## src/rtl/regfile_pkg.sv

```systemverilog
// regfile_pkg: shared register-file widths, the zero-register address and writeback source encoding.
package regfile_pkg;
    localparam int REG_ADDR_W = 5;
    localparam int REG_DATA_W = 32;
    localparam int NUM_REGS   = 32;
    localparam logic [REG_ADDR_W-1:0] ZERO_REG = 5'd0;
    typedef enum logic {SRC_ALU = 1'b0, SRC_MEM = 1'b1} wb_src_t;
endpackage

```

## src/rtl/regfile_wb_arbiter_rr_arb2.sv

```systemverilog
// rr_arb2: two-way writeback arbiter, req[0]=ALU, req[1]=MEM.
// Round-robin with a last_grant pointer under WBARB_RR_EN, otherwise fixed MEM-over-ALU priority.
module rr_arb2
    import regfile_pkg::*;
(
    input  logic       clk,
    input  logic       rst,
    input  logic [1:0] req,
    input  logic       force_mem,
    output logic [1:0] gnt
);
`ifdef WBARB_RR_EN
    wb_src_t last_grant;
    always_comb begin
        gnt = (req == 2'b11) ? ((force_mem || last_grant == SRC_ALU) ? 2'b10 : 2'b01) : req;
    end
    always_ff @(posedge clk) begin
        if (rst) last_grant <= SRC_ALU;
        else if (|gnt) last_grant <= gnt[1] ? SRC_MEM : SRC_ALU;
    end
`else
    // MEM always wins, so the same-address ordering holds without the pointer
    logic unused_ok;
    assign unused_ok = ^{clk, rst, force_mem};
    assign gnt = {req[1], req[0] & ~req[1]};
`endif
endmodule

```

## src/rtl/regfile_wb_arbiter.sv

```systemverilog
// regfile_wb_arbiter: shares the register file write port between ALU and load writeback.
// Build option WBARB_RR_EN selects round-robin arbitration instead of fixed MEM priority.
module regfile_wb_arbiter
    import regfile_pkg::*;
#(
    parameter int ADDR_W = REG_ADDR_W,
    parameter int DATA_W = REG_DATA_W
) (
    input  logic              clk,
    input  logic              rst,
    input  logic              alu_valid,
    input  logic [ADDR_W-1:0] alu_addr,
    input  logic [DATA_W-1:0] alu_data,
    output logic              alu_ready,
    input  logic              mem_valid,
    input  logic [ADDR_W-1:0] mem_addr,
    input  logic [DATA_W-1:0] mem_data,
    output logic              mem_ready,
    output logic              we,
    output logic [ADDR_W-1:0] addr_write,
    output logic [DATA_W-1:0] data_write,
    output logic              fwd_src
);
    logic [1:0]        gnt;
    logic              force_mem;
    logic [ADDR_W-1:0] sel_addr;
    logic [DATA_W-1:0] sel_data;

    // older load must land before the younger ALU write to the same register
    assign force_mem = alu_valid && mem_valid && alu_addr == mem_addr && mem_addr != ADDR_W'(ZERO_REG);

    rr_arb2 u_arb (
        .clk       (clk),
        .rst       (rst),
        .req       ({mem_valid, alu_valid} & {2{~rst}}),
        .force_mem (force_mem),
        .gnt       (gnt)
    );

    assign alu_ready = gnt[0];
    assign mem_ready = gnt[1];
    assign sel_addr  = gnt[1] ? mem_addr : alu_addr;
    assign sel_data  = gnt[1] ? mem_data : alu_data;

    always_ff @(posedge clk) begin
        if (rst) begin
            we         <= 1'b0;
            addr_write <= '0;
            data_write <= '0;
            fwd_src    <= SRC_ALU;
        end else begin
            we <= |gnt && sel_addr != ADDR_W'(ZERO_REG);
            if (|gnt) begin
                addr_write <= sel_addr;
                data_write <= sel_data;
                fwd_src    <= gnt[1];
            end
        end
    end
endmodule

```

## config.mk

```make
export PLATFORM = sky130hd
export DESIGN_NAME = regfile_wb_arbiter
export DESIGN_NICKNAME = d
export VERILOG_FILES = /design/src/rtl/regfile_pkg.sv /design/src/rtl/regfile_wb_arbiter_rr_arb2.sv /design/src/rtl/regfile_wb_arbiter.sv
export SDC_FILE = /design/constraint.sdc
export NUM_CORES = 1
export LEC_CHECK = 0
export BUFFER_PORTS_ARGS = -buffer_cell sky130_fd_sc_hd__buf_2
export CAP_MARGIN = 0
export CORE_MARGIN = 10
export CORE_UTILIZATION = 30
export DETAILED_ROUTE_END_ITERATION = 8
export PLACE_DENSITY_LB_ADDON = 0.08
export SYNTH_ARGS = -nofsm -noshare
export SYNTH_HDL_FRONTEND = slang
export SYNTH_SLANG_ARGS = --single-unit
```

## constraint.sdc

```tcl
create_clock -name clk -period 1.1 [get_ports clk]
set_input_delay 0.165 -clock clk [delete_from_list [all_inputs] [get_ports clk]]
set_output_delay 0.165 -clock clk [all_outputs]
set_load 0.02 [all_outputs]
```

* Word level (Yosys, flattened, before mapping)
Cells that the tools add are included.
Operators by class: bitwise gates (word level) 4, mux-type cells 2, reduce and logical (&&, ||, !) cells 3
Operator list (count):
- 32-bit 2-to-1 mux | 1
- 5-bit 2-to-1 mux | 1
- 5-bit nonzero test | 1
- 2-bit bitwise AND | 1
- 1-bit inverter | 2
- 2-bit OR reduction | 1
- 1-bit bitwise AND | 1
- 1-bit logical AND | 1
Word-level totals: register bits 39, output and inout port bits 41, input bits 78

* Longest topological paths before layout
Gate-level depths: netlist of the first run.
depth in word-level cells 6, depth in mapped cells 5, mapped depth without buffers 3

* Modules after synthesis
From an unflattened synthesis of the first run, not the netlist that was laid out.
Unflattened totals: cell total of the unflattened synthesis 222, area total of the unflattened synthesis 2245.9 um^2
By module, submodules not included:
- regfile_wb_arbiter | cells each 220, sequential area each 780.7 um^2, times used 1, area an instance 2224.6 um^2
- rr_arb2 | cells each 2, sequential area each 0.0 um^2, times used 1, area an instance 21.3 um^2

* Least setup slack after synthesis of the first run
No wires, ideal clock.
path kind input-to-reg, start point in mem_valid, end point reg we, arrival 1077 ps, stages 5, library setup time 60 ps, data required time 1040 ps, slack -36 ps, cells stage by stage clkbuf_1 > buf_4 > nor2b_1 > o21ai_0 > nand2_1
On the way: cells in the longest elaborated chain, start to end 5
Ends and longest elaborated chain:
- start, declared | line regfile_wb_arbiter.sv:15 | input logic mem_valid,
- 2-bit bitwise AND * | line regfile_wb_arbiter.sv:35 | .req ({mem_valid, alu_valid} & {2{~rst}}),
- via mem_ready | line regfile_wb_arbiter.sv:18 | output logic mem_ready,
- 1-bit inverter | line regfile_wb_arbiter_rr_arb2.sv:25 | assign gnt = {req[1], req[0] & ~req[1]};
- 1-bit bitwise AND | line regfile_wb_arbiter_rr_arb2.sv:25
- 2-bit OR reduction | line regfile_wb_arbiter.sv:52 | we <= |gnt && sel_addr != ADDR_W'(ZERO_REG);
- 1-bit logical AND * | line regfile_wb_arbiter.sv:52
- end signal, assigned | line regfile_wb_arbiter.sv:52
- end, declared | line regfile_wb_arbiter.sv:19 | output logic we,
The timed path passes the listed nets; every way through them passes the cells marked *. A chain may end at the register's enable or synchronous reset.

* Worst setup path after layout of the first run
start point in alu_valid, end point out alu_ready
On the way: cells in the longest elaborated chain, start to end 2
Ends and longest elaborated chain:
- start, declared | line regfile_wb_arbiter.sv:11 | input logic alu_valid,
- 2-bit bitwise AND | line regfile_wb_arbiter.sv:35
- 1-bit bitwise AND | line regfile_wb_arbiter_rr_arb2.sv:25
- end, declared | line regfile_wb_arbiter.sv:14 | output logic alu_ready,
Every way passes these cells.

==> metrics.txt, run 1 <==
Worst EP arrival=between 0.8 and 0.9 ns; layout cells sized above 1=59.1%; critical path class=in2out; Ys Warns=0; DP HPWL=4560 um; Overflow after GRT=0; # rows=28; Antenna diodes=0; DR DRC count=0; IO Pins=roughly 120; area of the multi-input gates=about 1000 sq um; WP data required=about 0.94 ns; initial detailed-routing violation count=27; Die Footprint=about 10000 sq um; Least-Margin Pin Slew=~0.27 ns; Max Cap Viol=0; run status=completed; Post-CTS Setup Bufs=0; period utilization=~94%; Post-synth ARST share=0%; #FFs+latches synth=39; hold path start=mem_data[12]; Post-synth EDFFs=0; placed cell count=365; via count=1646; final design area excluding fillers=approximately 2800 sq um; worst vdd ir=664 uV; Hold Path Sink=data_write[12]; Synth top area share=about two fifths; worst hold path type=in2reg; max-slew violations=0; PD cells=1250 nW/um^2; CTS tree=yes; crit path max fanout=14; Tot Pwr=between 3 and 4 mW; Worst R2R Path Depth=3; drt first pass iters=4; final hold slack=about 0.11 ns; synthesized netlist cell count=173; RR Endpoint=data_write[4]; total placed instance area=between 2000 and 3000 sq um; Post-Syn Nets=between 200 and 300; Final Non-Filler Cells=373; Inserted Clock Buffers=5; startpoint types=input pin; maximum clock frequency=~0.97 GHz; Post-Syn Area=1870 sq um; Max Buffers Root-to-Sink=2; die width=~100 um; vias in the first global route=between 1500 and 2000; gr usage total=approximately 11%; Initial Utilization=between 30% and 40%; synth cell count leaders=39 x dfxtp_1, 38 x nor2_1, 37 x mux2i_1; # fillers=~590; crit end category=output pin; final wirelength=about 5700 um; Placer Congestion=0.740; Period minus WS final=between 1 and 1.5 ns; ranking of synthesized cells by area=dfxtp_1 42%, mux2i_1 20%, mux2_2 17%; Synth area leader=dfxtp_1; RR Startpoint=data_write[4]; largest net degree at the start of global routing=24; Final Hold Viols=0; Post-synth top flop=dfxtp_1; wire per inst=around 15 um; Final ANT Viol Nets=0; Mean Syn Cell Area=between 10 and 15 sq um; clock root cell=clkbuf_8; drt via density=roughly 4.4; first-pass GRT wire length=slightly above 9000 um; clk_skew=0 ns; CTS clock-pin slew for the worst setup and hold paths=about 0.07 ns; clock sinks=39; RSZ-0062 raised after global routing=false; post-synthesis cell type count=17; I/O Buffers=approximately 120; H-tree depth=2; # nets final=375; leakage=1.47 nW; register area share after synthesis=around two fifths; final setup vio count=0; Clock Latency Late Sink=roughly 0.28 ns; die height=99.0 um; Hold Crit Depth=3; Area Growth Syn to Fin=47.1%; initial antenna violation count=0; Placeable Area=roughly 6000 sq um; FF/Latch Area=between 700 and 800 sq um; count leader, synth=dfxtp_1; slew margin rel.=82.3%; flop2flop setup slack=~0.22 ns
==> worst max-delay path: stages <==
cell      delay (ns)
clkbuf_4        0.18
buf_12          0.17
nor3b_2         0.19
buf_4           0.17
==> worst max-delay path by stage <==
stage,from,endpoint
6_report,alu_valid,alu_ready
5_1_grt,alu_valid,alu_ready
4_1_cts,alu_valid,alu_ready
3_5_place_dp,alu_valid,data_write[28]
3_3_place_gp,alu_valid,data_write[10]
2_1_floorplan,alu_valid,we
==> cells in the final DEF, fill, tap and decap left out, drive strengths merged <==
cell    count
mux2i      37
nor2b       1
dfxtp      39
mux2       37
nor2       38
a21oi       1
clkbuf      9
inv         1
o21ai       2
or4         2
nand2       1
nor3b       1
buf       129
==> flip-flops by register name, indices dropped and copies added (netlist names) <==
register / cells
addr_write: 5
fwd_src: 1
we: 1
data_write: 32
==> where the power goes <==
group	internal, mW	switching [mW]
Sequential	1.51	0.0463
Combinational	0.435	0.402
Clock	0.572	0.474
==> final cells by class <==
class	count	area share (%)
timing repair buffer	130	27.6
clock buffer	8	3.63
multi-input combinational	120	36.8
sequential	39	28.4
tap	75	3.41
inverter	1	0.136
==> repair_timing <==
item | in CTS | in global routing
resized for setup | 0 | 2
hold buffers | 0 | 0
setup endpoints to repair | 0 | 1
==> stage by stage <==
step / utilization [%] / worst slack (ns) / TNS, ns
2_1_floorplan: - / 0.0454 / 0
3_3_place_gp: 44.2 / -0.0786 / -2.24
3_5_place_dp: 44.2 / -0.102 / -2.45
4_1_cts: 45.9 / 0.00469 / 0
5_1_grt: 46.0 / 0.0101 / 0
6_report: 46.0 / 0.0655 / 0
==> routing by layer <==
metal  up-vias  global-route usage, %  wire length [um]
met2        67                   19.1              2710
met5         -                      0                 0
met4         0                   2.98                42
met1       730                   12.9              2420
met3         5                   4.82               485
li1        844                      -                 -
==> kinds of logic (layout without fill, tap and decap cells) <==
logic type | count (synthesis) | after routing | synth area share [%]
compound gates | 3 | 3 | 0.801
mux | 74 | 74 | 43.7
buf+inv | 14 | 139 | 4.21
simple gates | 43 | 43 | 9.63
flops | 39 | 39 | 41.7
Note: power is estimated with default switching activity, not from simulation.
==> run 2, diff against run 1 <==
SETUP_SLACK_MARGIN = 0.4   (was not set)
==> run 2 against run 1 <==
  * Clock power barely moved
  * Count of clock-buffer cells in the layout did not move
  * Fmax rose by 12%
  * Global-route usage rose by 1.1 points
  * Register-to-register slack got worse by 0.03 ns
  * Die area did not move
  * Critical path depth fell by 3
  * Final area rose by 15%
  * First-iteration DRC count rose by 7.4%
  * Via count rose by 4.3%
  * Final cell count rose by 1.3%
  * Critical endpoint is now data_write[22]
  * Largest power group unchanged
==> metrics.txt, run 2 (synthesis results as in run 1) <==
run status=completed; maximum clock frequency=1.09 GHz (+12%); clock root cell=clkbuf_8; met2 wire len=2980 um (+10%); clock sinks=39 (unchanged); RR Endpoint=data_write[22]; Tot Pwr=3.69 mW (+7.1%); Inserted Clock Buffers=5 (unchanged); leakage=1.60 nW (+8.7%); first-pass GRT wire length=9870 um (+6.8%); Setup crit start=data_write[22]; H-tree depth=2 (unchanged); wire per inst=16.2 um (+7.0%); drt via density=4.54 (+2.9%); max reg flops=32 (unchanged); Placeable Area=5990 sq um (unchanged); met3 routed wirelength=653 um (+35%); Worst EP arrival=0.76 ns (-0.11 ns); max-slew violations=0 (unchanged); final wirelength=6140 um (+8.5%); CP top delay family=flip-flops; CP peak stage delay=0.35 ns (+0.16 ns); drt first pass iters=4 (unchanged); commonest non-fill, non-tap cell in the layout=buf_2; commonest non-fill, non-tap cells in the layout=71 x buf_2, 46 x buf_6, 39 x dfxtp_2; # rows=28 (unchanged); WL met1=2420 um (-0.12%); layout cells sized above 1=72.6% (+14 points); post-layout util=53.0% (+7.1 points); Max Cap Viol=0 (unchanged); leading registers by flop count=data_write x32, addr_write x5; worst vdd ir=575 uV (-13%); period utilization=83.8% (-10 points); Critical path buffers and inverters=1 (-2); cell depth of the worst setup path=1 (-3); CTS tree=yes; final hold slack=0.101 ns (-0.0106 ns); Max Buffers Root-to-Sink=2 (unchanged); Placer Congestion=0.723 (-2.3%); gr usage total=12.5% (+1.1 points); highest routed layer=met4; Worst R2R Path Depth=3 (unchanged); Overflow after GRT=0 (unchanged); initial antenna violation count=0 (unchanged); setup_tns=0 ns (unchanged); Final Non-Filler Cells=378 (+1.3%); worst hold path type=in2reg; CTS clock-pin slew for the worst setup and hold paths=0.07 ns (about the same); Least-Margin Pin Slew=0.318 ns (+0.0516 ns); crit end category=output pin; WP data required=0.94 ns (about the same); Final Hold Viols=0 (unchanged); Clock Latency Late Sink=0.29 ns (about the same); DR DRC count=0 (unchanged); Area Growth Syn to Fin=69.7%; # nets final=380 (+1.3%); worst setup path end=data_write[22]; RSZ-0062 raised after global routing=true; vias in the first global route=1879 (-0.27%); Antenna diodes=0 (unchanged); initial detailed-routing violation count=29 (+7.4%); Reg with most FFs=data_write; final setup vio count=0 (unchanged); die height=99.0 um (unchanged); crit-path cells=buf_6; IO Pins=119 (unchanged); via count=1717 (+4.3%); Slowest-stage cell, CP=dfxtp_2; Die Footprint=9800 sq um (unchanged); PD cells=1160 nW/um^2 (-7.2%); Final ANT Viol Nets=0 (unchanged); I/O Buffers=118 (unchanged); crit path max fanout=2 (-12); clk_skew=0 ns (unchanged); DP HPWL=4690 um (+2.9%); largest net degree at the start of global routing=28 (+17%); placed cell count=365 (unchanged); Period minus WS final=0.921 ns (-0.113 ns); slew margin rel.=78.8% (-3.4 points); Initial Utilization=31.2% (unchanged); startpoint types=flip-flop; RR Startpoint=data_write[22]; flop2flop setup slack=0.19 ns (-0.03 ns); critical path class=reg2out; die width=99.0 um (unchanged)
-- run 2: cell type report --
type / instances / area (sq um)
Clock buffer: 8 / 100
Fill cell: 567 / 2810
Inverter: 1 / 3.75
Multi-Input combinational cell: 120 / 1040
Sequential cell: 39 / 830
Tap cell: 75 / 93.8
Timing Repair Buffer: 135 / 1110
-- run 2: power by group --
part	internal (mW)	switching (mW)
Combinational	0.598	0.417
Sequential	1.54	0.0715
Clock	0.572	0.493
Total	2.71	0.982
-- run 2: what timing repair did --
item                                   4_1_cts  5_1_grt
endpoints found under the hold margin        0        0
gates cloned                                 0        0
pin swaps                                    3        9
setup buffers                                5        0
setup endpoints to repair                   79       79
resized for setup                           99       11
hold buffers                                 0        0
-- run 2: how the worst min path moves through the flow --
stage | cells past startpoint | slack [ns] | from | endpoint
6_report | 3 | 0.10 | mem_addr[3] | we
5_1_grt | 3 | 0.1 | mem_data[1] | data_write[1]
4_1_cts | 3 | 0.08 | alu_addr[3] | we
3_5_place_dp | 3 | 0.41 | mem_data[6] | data_write[6]
3_3_place_gp | 3 | 0.40 | mem_data[2] | data_write[2]
2_1_floorplan | 2 | 0.29 | alu_addr[3] | we
-- run 2: metrics by stage --
stage / area [sq um] / setup WS, ns
after detailed placement: 2700 / -0.0760
after floorplan: 1980 / 0.112
final: 3180 / 0.179
after global routing: 3180 / 0.129
after global placement: 2700 / -0.0567
after CTS: 3130 / 0.157
-- run 2: per-layer routing --
metal,global-route usage (%),vias up
li1,-,857
met1,14.0,784
met2,19.7,68
met3,7.05,8
met4,3.42,0
met5,0,-
==> run 3, diff against run 2 <==
ABC_AREA = 1   (was not set)
clock period = 1 ns   (was 1.1 ns; I/O delays follow)
==> run 3 against run 2 <==
  * Clock power shrank 4%
  * Largest power group unchanged
  * Worst hold slack better by 0.015 ns
  * Largest cell class unchanged
  * Global-route usage increased by 2.8 points
  * Flip-flop and latch count unchanged
  * Utilization is 13 points higher
  * Final cell count rose by 27%
  * Critical path type unchanged
  * Die area shrank 6.3%
==> metrics.txt, run 3 <==
run status=completed; Ys Warns=0 (unchanged); max reg flops=32 (unchanged); leading registers by flop count=data_write x32, addr_write x5; Synth area leader=dfxtp_1; Overflow after GRT=0 (unchanged); WP data required=0.85 ns (-0.09 ns); #FFs+latches synth=39 (unchanged); Post-Syn Nets=316 (+26%); die width=95.8 um (-3.2%); worst slack, placed=-0.117 ns (-0.0409 ns); DP HPWL=4690 um (about the same); # nets final=486 (+28%); Clock Latency Late Sink=0.28 ns (about the same); post-synthesis simple-gate area fraction=20.8% (+11 points); post-synthesis cell type count=21 (+4); worst hold path type=in2reg; I/O Buffers=118 (unchanged); total placed instance area=2510 sq um (-6.8%); register area share after synthesis=45.3% (+3.5 points); final design area excluding fillers=3650 sq um (+15%); Least-Margin Pin Slew=0.460 ns (+0.143 ns); Final ANT Viol Nets=0 (unchanged); crit-path cells=buf_6; vias in the first global route=2201 (+17%); main combinational cell family by area after synthesis=compound AO/OA/AOI/OAI gates; slew margin rel.=69.3% (-9.5 points); worst vdd ir=551 uV (-4.1%); first-pass GRT wire length=11000 um (+11%); die height=95.8 um (-3.2%); maximum clock frequency=between 1 and 1.5 GHz; RSZ-0062 raised after global routing=true; count leader, synth=nand2_1; max-slew violations=0 (unchanged); clock sinks=39 (unchanged); PD cells=1130 nW/um^2 (-2.7%); CTS tree=yes; Period minus WS final=slightly above 0.9 ns; wire per inst=15.2 um (-6.6%); initial antenna violation count=0 (unchanged); drt via density=4.57 (+0.65%); final wirelength=7300 um (+19%); H-tree depth=2 (unchanged); Adder-Cell Fraction of Synth Area=0% (unchanged); hold_buf cts=0 (unchanged); period utilization=roughly 93%; commonest non-fill, non-tap cell in the layout=buf_2; Reg with most FFs=data_write; Final Hold Viols=0 (unchanged); Worst R2R Path Depth=3 (unchanged); via count=2199 (+28%); Antenna diodes=0 (unchanged); post-route setup slack=0.0733 ns (-0.105 ns); Inserted Clock Buffers=5 (unchanged); Post-synth EDFFs=0 (unchanged); initial detailed-routing violation count=92 (+220%); Initial Utilization=31.1% (-0.10 points); Area Growth Syn to Fin=111%; crit end category=output pin; Mean Syn Cell Area=7.25 sq um (-33%); clock root cell=clkbuf_8; largest net degree at the start of global routing=34 (+21%); Placeable Area=5540 sq um (-7.5%); Max Cap Viol=0 (unchanged); drt first pass iters=4 (unchanged); Worst EP arrival=0.78 ns (+0.02 ns); clk_skew=0 ns (unchanged); cell depth of the worst setup path=1 (unchanged); startpoint types=flip-flop; final setup vio count=0 (unchanged); ranking of synthesized cells by area=dfxtp_1 45%, nand2_1 18%, a31oi_1 7.3%; Placer Congestion=0.762 (+5.4%); mux contribution to synthesized area=0% (-44 points); synth cell count leaders=82 x nand2_1, 39 x dfxtp_1, 24 x o21ai_0; CTS clock-pin slew for the worst setup and hold paths=0.07 ns (about the same); CP peak stage delay=0.37 ns (+0.02 ns); leakage=1.71 nW (+6.8%); DR DRC count=0 (unchanged); Post-synth ARST share=0% (unchanged); Post-Synth XOR/XNOR Area=0% (unchanged); layout cells sized above 1=71.1% (-1.5 points); Post-synth top flop=dfxtp_1; Synth top area share=45.3% (+3.5 points); Slowest-stage cell, CP=dfxtp_2; Post-Syn Area=1730 sq um (-7.8%); IO Pins=119 (unchanged); critical path class=reg2out; gr usage total=15.2% (+2.8 points); Critical path buffers and inverters=1 (unchanged); crit path max fanout=2 (unchanged); commonest non-fill, non-tap cells in the layout=74 x buf_2, 61 x buf_6, 47 x nand2_1; synthesized netlist cell count=238 (+38%); CP top delay family=flip-flops; Die Footprint=9180 sq um (-6.3%); # rows=27 (-3.6%); Hold Crit Depth=3 (unchanged); Max Buffers Root-to-Sink=2 (unchanged); compound-cell area share of the yosys netlist=22.4% (+22 points)
## run 3: kinds of logic (layout without fill, tap and decap cells)
logic type,count (synthesis),count (layout)
simple gates,91,91
compound gates,70,70
flops,39,39
buf+inv,38,209
## run 3: final timing paths
check / endpoint / from / slack (ns)
max: data_write[11] / data_write[11] / 0.07
min reg2reg: data_write[6] / data_write[6] / 0.47
min: data_write[25] / alu_data[25] / 0.12
max reg2reg: addr_write[1] / addr_write[1] / 0.26
## run 3: layer usage
| metal | vias up | global-route usage, % | share of wire [%] |
|---|---|---|---|
| li1 | 1116 | - | - |
| met1 | 1005 | 17.7 | 39 |
| met2 | 76 | 25.7 | 52 |
| met3 | 2 | 5.76 | 8.7 |
| met4 | 0 | 3.93 | 0.34 |
| met5 | - | 0 | 0 |
## run 3: area by class of cell
| cell class | instances | area, sq um |
|---|---|---|
| well taps | 72 | 90.1 |
| repair buffers | 179 | 1530 |
| multi-input cells | 161 | 1010 |
| inverters | 22 | 105 |
| flip-flops and latches | 39 | 830 |
| fillers | 472 | 1890 |
| clock inverters | 1 | 5.00 |
| clock buffers | 7 | 76.3 |
## run 3: tightest hold or removal path, stage by stage
cell	delay [ns]
buf_2	0.09
nand2_1	0.05
a31oi_1	0.07
## run 3: where the power goes
| group | switching, mW | internal [mW] | total [mW] | leakage, nW |
|---|---|---|---|---|
| Clock | 0.535 | 0.490 | 1.03 | 0.0422 |
| Combinational | 0.603 | 0.725 | 1.33 | 1.33 |
| Sequential | 0.0855 | 1.68 | 1.77 | 0.336 |
## run 3: stage by stage
stage / power [mW] / std cells / hold WS (ns) / util [%] / TNS (ns)
2_1_floorplan: 2.19 / 238 / 0.299 / - / -0.0122
3_3_place_gp: 2.57 / 432 / 0.409 / 45.3 / -1.23
3_5_place_dp: 2.57 / 432 / 0.417 / 45.3 / -1.88
4_1_cts: 4.02 / 465 / 0.105 / 60.6 / 0
5_1_grt: 4.34 / 481 / 0.117 / 65.9 / 0
6_report: 4.12 / 481 / 0.116 / 65.9 / 0
## run 3: what timing repair did
| action | CTS | global route |
|---|---|---|
| gates cloned | 6 | 0 |
| gates resized for setup | 191 | 42 |
| setup buffers | 19 | 16 |
| pin swaps | 33 | 16 |
| endpoints found under the setup margin | 80 | 80 |
